==> src/rtl/instr_fetch_unit_pkg.sv <==
// Shared fetch-stage definitions: state encoding, reset PC, instruction width
// and the word-alignment helper used for redirect targets.
package instr_fetch_unit_pkg;

  localparam int unsigned        INSTR_W          = 32;
  localparam logic [31:0]        RESET_PC_DEFAULT = 32'h0000_0000;
  localparam logic [INSTR_W-1:0] NOP_WORD         = 32'h0000_0000;

  typedef enum logic [1:0] {
    ST_FETCH = 2'd0,
    ST_WAIT  = 2'd1,
    ST_HOLD  = 2'd2,
    ST_DROP  = 2'd3
  } fetch_state_e;

  function automatic logic [31:0] word_align(input logic [31:0] addr);
    return {addr[31:2], 2'b00};
  endfunction

endpackage

==> src/rtl/fetch_hold_buffer.sv <==
// Holds an instruction word that arrived while IF/ID was stalled.
module fetch_hold_buffer
  import instr_fetch_unit_pkg::*;
(
  input  logic               clk_i,
  input  logic               rst_i,
  input  logic               load,
  input  logic               clear,
  input  logic [INSTR_W-1:0] data_in,
  output logic [INSTR_W-1:0] data_out
);

  logic [INSTR_W-1:0] word_r;

  // buffer register; clear wins over load so a redirect always drops the word
  always_ff @(posedge clk_i) begin
    if (rst_i) begin
      word_r <= NOP_WORD;
    end else if (clear) begin
      word_r <= NOP_WORD;
    end else if (load) begin
      word_r <= data_in;
    end
  end

  assign data_out = word_r;

endmodule

==> src/rtl/instr_fetch_unit.sv <==
// Instruction-fetch stage: PC ownership, single-outstanding imem requests,
// stall/redirect handling and the producer side of the IF/ID register.
module instr_fetch_unit
  import instr_fetch_unit_pkg::*;
#(
  parameter logic [31:0] RESET_PC = RESET_PC_DEFAULT
) (
  input  logic        clk_i,
  input  logic        rst_i,
  input  logic        stall_i,
  input  logic        redirect_i,
  input  logic [31:0] redirect_pc_i,
  output logic        imem_req_o,
  output logic [31:0] imem_addr_o,
  input  logic        imem_valid_i,
  input  logic [31:0] imem_rdata_i,
  output logic [31:0] next_pc_o,
  output logic [31:0] instruction_o,
  output logic        update_o,
  output logic        flush_n_o,
  output logic [31:0] pc_o
);

  fetch_state_e       state_r, state_s;
  logic [31:0]        pc_r, pc_s, pc_plus4_s, next_pc_r;
  logic [INSTR_W-1:0] instruction_r, deliver_word_s, hold_word_s;
  logic               update_r, flush_n_r;
  logic               deliver_s, flush_s, hold_load_s, hold_clear_s;

  assign pc_plus4_s = pc_r + 32'd4;

  fetch_hold_buffer u_hold (
    .clk_i    (clk_i),
    .rst_i    (rst_i),
    .load     (hold_load_s),
    .clear    (hold_clear_s),
    .data_in  (imem_rdata_i),
    .data_out (hold_word_s)
  );

  // next state, next pc and delivery decision; a redirect overrides everything
  always_comb begin
    state_s        = state_r;
    pc_s           = pc_r;
    deliver_s      = 1'b0;
    deliver_word_s = imem_rdata_i;
    flush_s        = 1'b0;
    hold_load_s    = 1'b0;
    hold_clear_s   = 1'b0;
    if (redirect_i) begin
      pc_s         = word_align(redirect_pc_i);
      flush_s      = 1'b1;
      hold_clear_s = 1'b1;
      case (state_r)
        ST_FETCH:         state_s = ST_DROP;
        ST_WAIT, ST_DROP: state_s = imem_valid_i ? ST_FETCH : ST_DROP;
        ST_HOLD:          state_s = ST_FETCH;
        default:          state_s = ST_FETCH;
      endcase
    end else begin
      case (state_r)
        ST_FETCH: state_s = ST_WAIT;
        ST_WAIT: begin
          if (imem_valid_i && !stall_i) begin
            deliver_s = 1'b1;
            pc_s      = pc_plus4_s;
            state_s   = ST_FETCH;
          end else if (imem_valid_i) begin
            hold_load_s = 1'b1;
            state_s     = ST_HOLD;
          end else begin
            state_s = ST_WAIT;
          end
        end
        ST_HOLD: begin
          if (!stall_i) begin
            deliver_s      = 1'b1;
            deliver_word_s = hold_word_s;
            pc_s           = pc_plus4_s;
            state_s        = ST_FETCH;
          end else begin
            state_s = ST_HOLD;
          end
        end
        ST_DROP: state_s = imem_valid_i ? ST_FETCH : ST_DROP;
        default: state_s = ST_FETCH;
      endcase
    end
  end

  // state, pc and IF/ID-facing output registers
  always_ff @(posedge clk_i) begin
    if (rst_i) begin
      state_r       <= ST_FETCH;
      pc_r          <= RESET_PC;
      next_pc_r     <= 32'd0;
      instruction_r <= NOP_WORD;
      update_r      <= 1'b0;
      flush_n_r     <= 1'b1;
    end else begin
      state_r   <= state_s;
      pc_r      <= pc_s;
      update_r  <= deliver_s;
      flush_n_r <= ~flush_s;
      if (deliver_s) begin
        next_pc_r     <= pc_plus4_s;
        instruction_r <= deliver_word_s;
      end
    end
  end

  assign imem_req_o    = (state_r == ST_FETCH);
  assign imem_addr_o   = pc_r;
  assign next_pc_o     = next_pc_r;
  assign instruction_o = instruction_r;
  assign update_o      = update_r;
  assign flush_n_o     = flush_n_r;
  assign pc_o          = pc_r;

endmodule

==> config.mk <==
export PLATFORM = sky130hd
export DESIGN_NAME = instr_fetch_unit
export DESIGN_NICKNAME = d
export VERILOG_FILES = /design/src/rtl/instr_fetch_unit_pkg.sv /design/src/rtl/fetch_hold_buffer.sv /design/src/rtl/instr_fetch_unit.sv
export SDC_FILE = /design/constraint.sdc
export NUM_CORES = 1
export LEC_CHECK = 0
export ABC_AREA = 0
export CAP_MARGIN = 20
export CORE_UTILIZATION = 47
export CTS_BUF_LIST = sky130_fd_sc_hd__clkbuf_8 sky130_fd_sc_hd__clkbuf_16
export CTS_CLUSTER_SIZE = 8
export DETAILED_ROUTE_END_ITERATION = 16
export HOLD_SLACK_MARGIN = 0.05
export PLACE_DENSITY = 0.88
export SYNTH_ARGS = -nofsm -noshare
export SYNTH_HDL_FRONTEND = slang
export SYNTH_SLANG_ARGS = --single-unit
==> constraint.sdc <==
create_clock -name clk_i -period 2.19 [get_ports clk_i]
set_input_delay 0.5475 -clock clk_i [delete_from_list [all_inputs] [get_ports clk_i]]
set_output_delay 0.5475 -clock clk_i [all_outputs]
set_load 0.03 [all_outputs]
==> reports/qor.txt <==
yosys warns -> 0
post-synthesis cell area -> 6185 um^2
critical path type -> reg2out
Flop pwr share -> 37.8%
Detail Placement HPWL -> 12030 um
Inst Count DP -> 1046
Final ANT Viol Nets -> 0
Slowest-stage cell, CP -> clkdlybuf4s50_1
CTS Buffer Depth -> 2
Mean Syn Cell Area -> 8.484 um^2
most common library cell in the layout ignoring fill and taps -> clkdlybuf4s50_1
# diodes -> 0
per-cell routed wire length -> 15.82 um
clock skew -> 6.974 ps
clock share of power -> 46.0%
max-cap violations -> 0
Worst Setup Start Kind -> register
CTS tree -> built
final hold viol count -> 0
Hold Path Class -> reg2reg
final cell count without fillers -> 1079
CP Max Fanout -> 4
pwr dens -> 744.1 nW/um^2
share of cells above drive strength 1 -> 9.702%
peak supply drop -> 0.6040 mV
vias -> 5758
Critical Path Max Stage Delay -> 730 ps
IO Port Bufs -> 191
critical path cell sequence -> clkdlybuf4s50_1
Initial Util -> 48.61%
most frequent cells in the layout -> clkdlybuf4s50_1, dfxtp_1, nand2_1
first-pass GRT wire length -> 26630 um
initial antenna violation count -> 0
Yosys cell types -> 43
Routability Congestion -> 0.8181
Yosys reg bits -> 128
P_sw -> 1.702 mW
outcome -> completed
R2R Setup Slk -> 110 ps
Synth Instances -> 729
Comb power frac -> 16.2%
CP bufs+invs -> 1
hold wc startpoint -> u_hold.data_out[11]$_SDFFE_PP0P_
endpoint arrival time on the critical path -> 1590 ps
Remaining DRCs -> 0
EDFF count, synth -> 0
worst r2r src -> state_r[1]$_SDFF_PP0_
pre-CTS setup slack -> -184.7 ps
Post-synth ARST share -> 0%
CTS sink cnt -> 128
row count -> 41
max-slew violations -> 0
Reg clk slew, reported paths -> 50 ps
IO Pins -> 200
dominant register cell in the synthesized netlist -> dfxtp_1
remaining global-route overflow -> 0
maximum clock rate -> 466.9 MHz
Crit. End Element -> output pin
DP Area -> 8219 um^2
total clock buffers created by CTS -> 17
first-iteration detailed-routing DRC count -> 338
CORE AREA -> 12720 um^2
Worst-Margin Slew -> 553.7 ps
minimum clock period -> 2142 ps
worst endpoint required time -> 1640 ps
H-tree depth -> 4
Finish-stage setup viols -> 0
clock latency on the worst-skew pair -> 420 ps
clk root buf -> clkbuf_16
Via density -> 5.336
Design Area, Final -> 8929 um^2
Finished Core Util -> 70.18%
Largest delay share family, worst path -> buffers and inverters
Setup crit start -> imem_addr_o[31]$_SDFFE_PP0P_
Net Sw Frac -> 25.62%
setup TNS -> 0 ps
First-pass DRT Iterations -> 5
Final #Nets -> 969
overall routing resource usage -> 25.48%
Routed WL -> 17070 um
Worst slew margin -> 63.08%
Die Width -> 116.7 um
PnR worst setup slack -> 48.33 ps
die footprint -> 13620 um^2
largest net degree at the start of global routing -> 52
die height -> 116.7 um
sequential fraction of the synthesis area -> 41.43%
Final Cycle Share -> 97.79%
Area Overhead vs Synth -> 44.37%
Pint -> 4.941 mW
number of global-route vias before repair -> 5442
fillers -> 979
leakage -> 3.475 nW
-- cell families (layout without fill, tap and decap cells) --
kind of cell,Yosys count,after routing,share of synthesized area [%]
multiplexers,39,39,6.312
XOR/XNOR,47,47,6.656
AO/OA/AOI/OAI,142,142,15.11
flip-flops,128,128,41.43
buffers and inverters,112,285,9.448
adder cells (fa/ha/maj),6,6,1.214
AND/OR/NAND/NOR,254,254,19.77
other,1,6,0.06063
-- sequential cells by signal, indices dropped and copies added, names as in the netlist --
name	count
instruction_o	32
u_hold.data_out	32
imem_addr_o	30
next_pc_o	30
state_r	2
flush_n_o	1
update_o	1
-- cell type report --
cell class / count / area [um^2] / share of cell area (%)
Timing Repair Buffer: 234 / 2338 / 26.19
Clock buffer: 22 / 494.2 / 5.535
Clock inverter: 10 / 156.4 / 1.752
Sequential cell: 128 / 2562 / 28.70
Multi-Input combinational cell: 494 / 3090 / 34.61
Inverter: 19 / 71.32 / 0.7988
Tap cell: 172 / 215.2 / 2.410
-- what timing repair did --
item / in CTS / in global routing
hold buffers: 0 / 0
buffers inserted: 0 / 1
resized for setup: 19 / 23
setup endpoints to repair: 20 / 28
pin swaps: 0 / 1
-- Yosys cell counts, types with 6 or more instances --
master,instances,share of area [%]
a211oi_1,58,7.0
a21oi_1,48,3.9
and3_1,6,0.61
and4_1,6,0.85
buf_2,14,1.1
buf_4,37,4.5
clkbuf_1,40,2.4
dfxtp_1,128,41
ha_1,6,1.2
inv_1,19,1.2
mux2i_1,39,6.3
nand2_1,83,5.0
nand3_1,17,1.4
nand4_1,16,1.6
nor2_1,80,4.9
nor2b_1,8,0.81
nor3_1,15,1.2
nor4_1,7,0.71
o21a_1,13,1.6
o21ai_0,7,0.57
xnor2_1,24,3.4
xor2_1,23,3.3
-- worst min-delay path: cells and delay by family, from the launching register on --
family	cells	cell delay, ps
simple gates	1	50
compound gates	1	50
flops	1	300
-- routing by layer --
layer / vias up / part of all wire [%] / routed length, um / global-route usage, %
met5: - / 0 / 0 / 0
met4: 0 / 2.5 / 419 / 10.89
met3: 35 / 7.2 / 1233 / 6.850
met2: 227 / 50 / 8454 / 43.63
met1: 2663 / 41 / 6966 / 30.01
li1: 2833 / - / - / -
-- worst paths after layout --
kind	cells past startpoint	end
worst min-delay path	2	u_hold.data_out[11]$_SDFFE_PP0P_
worst max register to register	8	imem_addr_o[15]$_SDFFE_PP0P_
worst max-delay path	1	pc_o[31]
worst min register to register	2	u_hold.data_out[11]$_SDFFE_PP0P_
-- metrics by stage --
stage,hold slack [ps],power (mW)
global placement,441.1,3.630
floorplan,436.0,3.201
finish,452.6,6.643
detailed placement,446.5,3.650
CTS,451.6,6.683
global route,468.0,6.877
-- power groups by stage --
stage	combinational (mW)	sequential, mW	clock (mW)
6_report	1.07	2.51	3.05
3_5_place_dp	1.09	2.56	0
4_1_cts	1.08	2.51	3.09
3_3_place_gp	1.07	2.56	0
2_1_floorplan	0.500	2.70	0
5_1_grt	1.15	2.53	3.20
Power figures use the tool's default switching activity.
